**config.mk**
```make
export PLATFORM = sky130hd
export DESIGN_NAME = div_43x17
export DESIGN_NICKNAME = d
export VERILOG_FILES = /design/src/rtl/div_43x17.sv
export SDC_FILE = /design/constraint.sdc
export NUM_CORES = 1
export LEC_CHECK = 0
export BUFFER_PORTS_ARGS = -buffer_cell sky130_fd_sc_hd__buf_2
export CAP_MARGIN = 30
export CORE_ASPECT_RATIO = 1.1
export CORE_MARGIN = 3
export CORE_UTILIZATION = 57
export CTS_BUF_LIST = sky130_fd_sc_hd__clkbuf_4 sky130_fd_sc_hd__clkbuf_8 sky130_fd_sc_hd__clkbuf_16
export DETAILED_ROUTE_END_ITERATION = 8
export PLACE_DENSITY = 0.82
export SETUP_SLACK_MARGIN = 0.2
export SYNTH_ARGS = -nofsm -noshare
export SYNTH_HDL_FRONTEND = slang
export SYNTH_SLANG_ARGS = --single-unit
```
**constraint.sdc**
```tcl
create_clock -name clk -period 3.68 [get_ports clk]
set_input_delay 0.368 -clock clk [delete_from_list [all_inputs] [get_ports clk]]
set_output_delay 0.368 -clock clk [all_outputs]
set_load 0.005 [all_outputs]
```
**src/rtl/div_43x17.sv**
```systemverilog
// Restoring divider: 43-bit dividend / 17-bit divisor -> 26-bit quotient, 17-bit remainder.
// Optional macro DIV_RADIX4_EN retires two quotient bits per cycle instead of one.
module div_43x17 #(
  parameter int X_W = 26,
  parameter int Y_W = 17
) (
  input  logic                 clk,
  input  logic                 reset,
  input  logic                 in_valid,
  output logic                 in_ready,
  input  logic [X_W+Y_W-1:0]   dividend,
  input  logic [Y_W-1:0]       divisor,
  output logic                 out_valid,
  input  logic                 out_ready,
  output logic [X_W-1:0]       quotient,
  output logic [Y_W-1:0]       remainder,
  output logic                 div_by_zero,
  output logic                 overflow,
  output logic [1:0]           o_dbg_state
);

  localparam int P_W = X_W + Y_W;
`ifdef DIV_RADIX4_EN
  localparam int STEP = 2;
`else
  localparam int STEP = 1;
`endif
  localparam int CNT_W = $clog2(X_W);

  // Handshakes: a transfer happens on a rising edge where valid && ready;
  // the producer holds data stable while valid is high and ready is low.
  typedef enum logic [1:0] {S_IDLE = 2'd0, S_CALC = 2'd1, S_DONE = 2'd2} state_t;

  state_t           r_state, w_next;
  logic [Y_W-1:0]   r_rem, r_dvs;
  logic [X_W-1:0]   r_lo, r_q;
  logic [CNT_W-1:0] r_cnt;
  logic             r_dbz, r_ovf;

  logic             w_accept, w_is_zero, w_is_ovf, w_last;
  logic [Y_W-1:0]   w_src_r, w_src_d, w_new_rem;
  logic [X_W-1:0]   w_src_lo, w_new_lo, w_new_q;
  logic [Y_W:0]     w_s1;
  logic [STEP-1:0]  w_qbits;

  // One restoring step: returns {quotient bit, new partial remainder}.
  function automatic logic [Y_W:0] rstep(input logic [Y_W-1:0] r, input logic b,
                                         input logic [Y_W-1:0] d);
    logic [Y_W:0] t;
    t = {r, b};
    if (t >= {1'b0, d}) begin
      t = t - {1'b0, d};
      return {1'b1, t[Y_W-1:0]};
    end
    return {1'b0, t[Y_W-1:0]};
  endfunction

  assign w_accept  = in_valid && in_ready;
  assign w_is_zero = (divisor == '0);
  assign w_is_ovf  = (dividend[P_W-1:X_W] >= divisor);
  assign w_last    = (r_cnt == CNT_W'(STEP - 1));

  // The accept cycle already performs the first step(s) straight from the input operands.
  assign w_src_r  = (r_state == S_CALC) ? r_rem : dividend[P_W-1:X_W];
  assign w_src_lo = (r_state == S_CALC) ? r_lo  : dividend[X_W-1:0];
  assign w_src_d  = (r_state == S_CALC) ? r_dvs : divisor;
  assign w_s1     = rstep(w_src_r, w_src_lo[X_W-1], w_src_d);

`ifdef DIV_RADIX4_EN
  logic [Y_W:0] w_s2;
  assign w_s2      = rstep(w_s1[Y_W-1:0], w_src_lo[X_W-2], w_src_d);
  assign w_new_rem = w_s2[Y_W-1:0];
  assign w_qbits   = {w_s1[Y_W], w_s2[Y_W]};
`else
  assign w_new_rem = w_s1[Y_W-1:0];
  assign w_qbits   = w_s1[Y_W];
`endif

  assign w_new_lo = w_src_lo << STEP;
  assign w_new_q  = (r_state == S_CALC) ? {r_q[X_W-STEP-1:0], w_qbits}
                                        : {{(X_W-STEP){1'b0}}, w_qbits};

  always_ff @(posedge clk or posedge reset) begin
    if (reset) r_state <= S_IDLE;
    else       r_state <= w_next;
  end

  always_comb begin
    w_next = r_state;
    case (r_state)
      S_IDLE:  if (w_accept) w_next = (w_is_zero || w_is_ovf) ? S_DONE : S_CALC;
      S_CALC:  if (w_last) w_next = S_DONE;
      S_DONE:  if (out_ready) w_next = S_IDLE;
      default: w_next = S_IDLE;
    endcase
  end

  always_comb begin
    in_ready    = (r_state == S_IDLE);
    out_valid   = (r_state == S_DONE);
    o_dbg_state = r_state;
  end

  always_ff @(posedge clk or posedge reset) begin
    if (reset) begin
      r_rem <= '0;
      r_dvs <= '0;
      r_lo  <= '0;
      r_q   <= '0;
      r_cnt <= '0;
      r_dbz <= 1'b0;
      r_ovf <= 1'b0;
    end else if (r_state == S_IDLE && w_accept) begin
      r_dvs <= divisor;
      r_dbz <= w_is_zero;
      r_ovf <= !w_is_zero && w_is_ovf;
      if (w_is_zero || w_is_ovf) begin
        r_q   <= '1;
        r_rem <= '0;
        r_lo  <= '0;
        r_cnt <= '0;
      end else begin
        r_q   <= w_new_q;
        r_rem <= w_new_rem;
        r_lo  <= w_new_lo;
        r_cnt <= CNT_W'(X_W - 1 - STEP);
      end
    end else if (r_state == S_CALC) begin
      r_q   <= w_new_q;
      r_rem <= w_new_rem;
      r_lo  <= w_new_lo;
      r_cnt <= r_cnt - CNT_W'(STEP);
    end
  end

  assign quotient    = r_q;
  assign remainder   = r_rem;
  assign div_by_zero = r_dbz;
  assign overflow    = r_ovf;

endmodule

```
Word level (Yosys, flattened, before mapping)
Cells that the tools add are included.
- flip-flop bits (word level): 95
- input port bits: 64
- output and inout bits: 49
- logic and storage cells: 52
- add/subtract/negate cells: 2
- order comparisons: 2
- equality and inequality tests: 5
- mux-type cells: 25
- reductions and logical operators: 10
- operators with widths (kind ; number):
    $mux 26 ; 8
    $mux 17 ; 6
    $mux 18 ; 2
    $ge 18x17->1 ; 1
    $ge 17x17->1 ; 1
    $logic_not 17->1 ; 1
    $sub 17x17->17 ; 1
    $mux 5 ; 3
    $mux 2 ; 4
    $pmux 2 s3 ; 1
    $logic_not 5->1 ; 1
    $sub 5x1->5 const B ; 1
    $ne 2x1->1 const B ; 2
    $logic_and 1x1->1 ; 3
    $reduce_and 3->1 ; 1
    $eq 2x1->1 const B ; 1
    $eq 2x2->1 const B ; 1
    $logic_not 2->1 ; 1
    $ne 2x2->1 const B ; 1
    $reduce_bool 2->1 ; 1
    $logic_not 1->1 ; 1
    $logic_or 1x1->1 ; 1
    $mux 1 ; 1

Logic depth before layout (Yosys ltp)
- depth in word-level cells: 8
- mapped depth: 16
- depth with buffers taken out: 12

Worst setup path before layout
No wires, ideal clock.
- path type: flip-flop to flip-flop
- start point: register r_state[0] (netlist: o_dbg_state[0])
- end point: register r_rem[13] (netlist: remainder[13])
- library setup time: 0.074 ns
- arrival time: 3.113 ns
- data required time: 3.606 ns
- path slack: 0.493 ns
- cell stages (with the launch flop): 15
- path buffers: 3
- period minus slack after synthesis: 3.187 ns
- cell sequence: dfrtp_1 nor2b_1 clkbuf_1 clkbuf_1 buf_1 nor2_1 a21oi_1 ha_1 and2_4 a221oi_2 a21oi_2 or4_1 a21oi_1 mux2i_1 o21ai_2
- cells in the longest elaborated chain, start to end: 7
- elaborated cells on any way between the ends: 17
- those cells by class: add/sub (1); order compare (1); eq/ne (1); mux (10); reduce/logical (4)
- ends and longest elaborated chain (element ; RTL line ; source):
    start: declaration ; 34 ; state_t r_state, w_next;
    start signal: assignment ; 85 ; else r_state <= w_next;
    $eq 2x1->1 ; n/a ;
    $mux 26, or another cell as far along ; 65 ; assign w_src_lo = (r_state == S_CALC) ? r_lo : dividend[X_W-1:0];
    $sub 17x17->17 or $ge 18x17->1 (tied branches) ; 52, 51 ;
    $mux 17, or another cell as far along ; 51 ; if (t >= {1'b0, d}) begin
    $mux 18 ; 55 ; return {1'b0, t[Y_W-1:0]};
    $mux 17, on equally long branches ; 128, 117 ;
    $mux 17 ; 113 ; end else if (r_state == S_IDLE && w_accept) begin
    end signal: assignment ; 124 ; r_rem <= w_new_rem;
    end signal: assignment ; 130 ; r_rem <= w_new_rem;
    end: declaration ; 35 ; logic [Y_W-1:0] r_rem, r_dvs;
Several ways; a longest one is shown, not always the timed one. The select of a mux whose other input is x is not followed.
A chain may end at the register's enable or synchronous reset.

Final worst setup path
Ends and elaborated chain as after synthesis.

==> impl_metrics.prom <==
# TYPE chip_impl_metric gauge
chip_impl_info{name="synth_flop_cell",value="sky130_fd_sc_hd__dfrtp_1"} 1
chip_impl_info{name="outcome",value="finished, final reports clean"} 1
chip_impl_metric{name="layout-area-overhead-vs-synth",unit="%"} 15.2
chip_impl_metric{name="nNetsFinal",unit=""} 897
chip_impl_info{name="min_from",value="dividend[0]"} 1
chip_impl_metric{name="multi_input_comb_area",unit="sq um"} 3370
chip_impl_metric{name="postSynth.asyncResetShare",unit="%"} 100
chip_impl_metric{name="hold_depth",unit=""} 2
chip_impl_metric{name="worst_slew_margin_rel",unit="%"} 61.1
chip_impl_metric{name="fin_crit_share",unit="%"} 90.5
chip_impl_metric{name="yosysWarningCount",unit=""} 0
chip_impl_metric{name="grt_pass1_wl",unit="mm"} 27.2
chip_impl_metric{name="total_placed_cells_including_tap_cells",unit=""} 924
chip_impl_metric{name="post_synth.cell_area_avg",unit="sq um"} 8.57
chip_impl_metric{name="totalNegativeSetupSlack",unit="ns"} 0
chip_impl_info{name="type_of_origin_of_the_critical_path",value="flip-flop"} 1
chip_impl_metric{name="initial_antenna_violation_count",unit=""} 0
chip_impl_info{name="rr_startpoint",value="o_dbg_state[0]$_DFFE_PP0P_"} 1
chip_impl_metric{name="first_iter_violations",unit=""} 412
chip_impl_metric{name="required",unit="ns"} 3.98
chip_impl_metric{name="fp.dieArea",unit="sq um"} 11800
chip_impl_metric{name="hpwl",unit="mm"} 12.4
chip_impl_metric{name="htree_num_levels",unit=""} 3
chip_impl_metric{name="postCtsSetupBuffers",unit=""} 0
chip_impl_info{name="yosysMostFrequentCell",value="sky130_fd_sc_hd__nand2_1"} 1
chip_impl_metric{name="synth_cell_type_count",unit=""} 62
chip_impl_metric{name="via_per_inst",unit=""} 6.02
chip_impl_metric{name="register_area",unit="sq um"} 2350
chip_impl_metric{name="r2r_slack",unit="ns"} 0.35
chip_impl_metric{name="core_area",unit="sq um"} 10100
chip_impl_metric{name="slew_viol_final",unit=""} 0
chip_impl_info{name="worstSetupPathType",value="reg2reg"} 1
chip_impl_metric{name="placement.io_buffers",unit=""} 112
chip_impl_metric{name="clk_pin_slew_worst_paths",unit="ns"} 0.11
chip_impl_metric{name="final.min_clock_period",unit="ns"} 3.33
chip_impl_metric{name="fin_util",unit="%"} 68.9
chip_impl_metric{name="cts_made_buffers",unit=""} 9
chip_impl_metric{name="maximum_root_to_sink_buffer_count",unit=""} 2
chip_impl_metric{name="antenna_left",unit=""} 0
chip_impl_metric{name="wirelength",unit="mm"} 16.7
chip_impl_metric{name="yosys_register_bits",unit=""} 94
chip_impl_metric{name="floorplan.initialDensity",unit="%"} 59.8
chip_impl_metric{name="static_leakage_power",unit="nW"} 3.41
chip_impl_metric{name="first_pass_iters",unit=""} 4
chip_impl_metric{name="synthesis.area",unit="sq um"} 6030
chip_impl_metric{name="seq_area_frac_synth",unit="%"} 39.0
chip_impl_metric{name="pre_cts_slack",unit="ns"} 0.436
chip_impl_metric{name="count_of_endpoints_failing_setup_in_the_final_report",unit=""} 0
chip_impl_metric{name="globalRoute.totalOverflow",unit=""} 0
chip_impl_metric{name="first_global_vias",unit=""} 5495
chip_impl_metric{name="drcViolationCount",unit=""} 0
chip_impl_info{name="synth.area.top_cells",value="sky130_fd_sc_hd__dfrtp_1 (39%), sky130_fd_sc_hd__nand2_1 (7.7%), sky130_fd_sc_hd__ha_1 (7.5%)"} 1
chip_impl_metric{name="clock_latency",unit="ns"} 0.37
chip_impl_metric{name="cp.arrival",unit="ns"} 3.63
chip_impl_metric{name="ff2ff_path_depth",unit=""} 13
chip_impl_metric{name="smallest_setup_slack_after_layout",unit="ns"} 0.350
chip_impl_metric{name="top_level_ports",unit=""} 113
chip_impl_metric{name="non_filler_cells_in_the_finished_layout",unit=""} 940
chip_impl_metric{name="placement_rows",unit=""} 38
chip_impl_metric{name="syn-num-nets",unit=""} 804
chip_impl_metric{name="max_cap_viol_count",unit=""} 0
chip_impl_info{name="tritoncts_clock_tree",value="built"} 1
chip_impl_metric{name="route.vias.total",unit=""} 5658
chip_impl_info{name="cp_capture_type",value="flip-flop"} 1
chip_impl_metric{name="grt_usage",unit="%"} 28.4
chip_impl_metric{name="synth_enable_flop_cells",unit=""} 0
chip_impl_info{name="grt_setup_unrepaired",value="false"} 1
chip_impl_metric{name="die_extent_in_x",unit="um"} 104
chip_impl_info{name="worstHoldPathType",value="in2reg"} 1
chip_impl_info{name="reg2reg_to",value="remainder[13]$_DFFE_PP0P_"} 1
chip_impl_metric{name="pin_count_of_the_biggest_net_entering_global_routing",unit=""} 68
chip_impl_metric{name="syn_inst",unit=""} 703
chip_impl_metric{name="power-per-cell-area",unit="nW/um^2"} 1200
chip_impl_info{name="post-synth-top-area-cell",value="sky130_fd_sc_hd__dfrtp_1"} 1
chip_impl_info{name="netlist_top_cells_count",value="sky130_fd_sc_hd__nand2_1 (123), sky130_fd_sc_hd__dfrtp_1 (94), sky130_fd_sc_hd__nor2_1 (88)"} 1
chip_impl_metric{name="die_height",unit="um"} 114
chip_impl_metric{name="vdd_drop_max",unit="V"} 0.000733
chip_impl_metric{name="placer_congestion",unit=""} 0.984
chip_impl_metric{name="synthDominantCellAreaShare",unit="%"} 39.0
chip_impl_metric{name="finalHoldViolCount",unit=""} 0
chip_impl_metric{name="proportion_of_layout_cells_with_a_drive_suffix_above_1",unit="%"} 22.1
chip_impl_metric{name="antenna_cells_inserted",unit=""} 0
chip_impl_metric{name="clock-sinks",unit=""} 94
chip_impl_metric{name="filler_cell_count",unit=""} 827
chip_impl_info{name="ctsRootBufferMaster",value="sky130_fd_sc_hd__clkbuf_8"} 1
chip_impl_metric{name="fmaxAchievable",unit="MHz"} 300
chip_impl_metric{name="worst_case_clock_skew",unit="ns"} 0.0119
chip_impl_metric{name="critPathMaxFanout",unit=""} 67
chip_impl_metric{name="worst_slew_pin_slew",unit="ns"} 0.577
chip_impl_info{name="timing.hold.worst_endpoint",value="r_lo[1]$_DFFE_PP0P_"} 1
chip_impl_metric{name="avgRoutedWirePerCell",unit="um"} 17.8
==> layout by cell type, fill, tap and decap left out, types with 3 or more instances in the layout <==
cell                        count
sky130_fd_sc_hd__nor4_1         8
sky130_fd_sc_hd__buf_2        112
sky130_fd_sc_hd__o211ai_1       4
sky130_fd_sc_hd__clkbuf_8       9
sky130_fd_sc_hd__dfrtp_1       94
sky130_fd_sc_hd__o21ai_0       38
sky130_fd_sc_hd__nand3_1       56
sky130_fd_sc_hd__a21oi_1       42
sky130_fd_sc_hd__xnor2_1        8
sky130_fd_sc_hd__nor2_1        88
sky130_fd_sc_hd__inv_1         27
sky130_fd_sc_hd__bufinv_16      3
sky130_fd_sc_hd__a21o_1         7
sky130_fd_sc_hd__o21bai_1       3
sky130_fd_sc_hd__a221oi_2      19
sky130_fd_sc_hd__and3_1         4
sky130_fd_sc_hd__nand2_1      122
sky130_fd_sc_hd__nor2b_1        3
sky130_fd_sc_hd__ha_1          36
sky130_fd_sc_hd__a211oi_1       4
sky130_fd_sc_hd__buf_4         11
sky130_fd_sc_hd__mux2i_1       16
sky130_fd_sc_hd__nand4_1       11
sky130_fd_sc_hd__xor2_1         4
sky130_fd_sc_hd__nand2b_1       5
sky130_fd_sc_hd__a221oi_1       7
sky130_fd_sc_hd__a22o_1         5
==> sequential cells by signal (all words and copies together) (netlist names) <==
name / count
r_dvs: 17
div_by_zero: 1
r_lo: 25
r_cnt: 5
overflow: 1
quotient: 26
remainder: 17
o_dbg_state: 2
==> area by class of cell <==
cell class,instances,share of cell area (%)
Timing Repair Buffer,126,9.99
Tap cell,140,2.52
Clock inverter,6,1.68
Clock buffer,9,1.78
Sequential cell,94,33.9
Inverter,28,1.53
Multi-Input combinational cell,537,48.6
==> repair_timing <==
| action | 4_1_cts | 5_1_grt |
|---|---|---|
| hold buffers | 1 | 0 |
| endpoints found under the hold margin | 20 | 0 |
| gates resized for setup | 0 | 0 |
==> where the power goes <==
group,switching [W],internal [W]
registers,0.000382,0.00158
clock network,0.000400,0.000454
logic,0.00325,0.00224
==> stage by stage <==
step                area, sq um  total power, W  hold slack [ns]
detailed placement         6690         0.00742            0.358
global placement           6670         0.00721            0.461
finish                     6940         0.00830            0.223
floorplan                  6030         0.00601            0.446
CTS                        6940         0.00827            0.210
global route               6940         0.00897            0.230
==> logic make-up after synthesis <==
logic type,after synthesis,share of synthesized area [%]
multiplexers,16,2.66
buffers and inverters,72,5.25
AO/OA/AOI/OAI,155,19.8
AND/OR/NAND/NOR,317,23.7
adder cells (fa/ha/maj),37,7.81
flip-flops,94,39.0
XOR/XNOR,12,1.74
==> per-layer routing <==
layer | GRT usage (%) | vias to the layer above | part of all wire (%)
met5 | 0 | - | 0
met4 | 13.4 | 0 | 3.8
met3 | 3.62 | 43 | 5.5
met2 | 46.9 | 230 | 48
met1 | 37.4 | 2725 | 43
li1 | - | 2660 | -
==> worst max-delay path by stage <==
stage | end | startpoint | slack (ns) | depth (start not counted)
6_report | remainder[13]$_DFFE_PP0P_ | o_dbg_state[0]$_DFFE_PP0P_ | 0.35 | 13
5_1_grt | remainder[11]$_DFFE_PP0P_ | o_dbg_state[0]$_DFFE_PP0P_ | 0.22 | 13
4_1_cts | remainder[13]$_DFFE_PP0P_ | o_dbg_state[0]$_DFFE_PP0P_ | 0.37 | 13
3_5_place_dp | remainder[13]$_DFFE_PP0P_ | o_dbg_state[0]$_DFFE_PP0P_ | 0.44 | 13
3_3_place_gp | remainder[13]$_DFFE_PP0P_ | o_dbg_state[0]$_DFFE_PP0P_ | 0.56 | 12
2_1_floorplan | remainder[13]$_DFFE_PP0P_ | o_dbg_state[0]$_DFFE_PP0P_ | 0.49 | 14
==> worst max-delay path: stages (launching register included) <==
cell and delay, ns:
sky130_fd_sc_hd__dfrtp_1 0.46, sky130_fd_sc_hd__nor2b_4 0.21, sky130_fd_sc_hd__buf_12 0.27, sky130_fd_sc_hd__nor2_1 0.07, sky130_fd_sc_hd__a21oi_1 0.30, sky130_fd_sc_hd__inv_1 0.08, sky130_fd_sc_hd__ha_1 0.32, sky130_fd_sc_hd__nor2b_1 0.17
sky130_fd_sc_hd__o211ai_1 0.28, sky130_fd_sc_hd__a21oi_2 0.17, sky130_fd_sc_hd__or4_1 0.52, sky130_fd_sc_hd__a21oi_1 0.16, sky130_fd_sc_hd__mux2i_1 0.10, sky130_fd_sc_hd__o21ai_2 0.11
(Power assumes the default switching activity.)
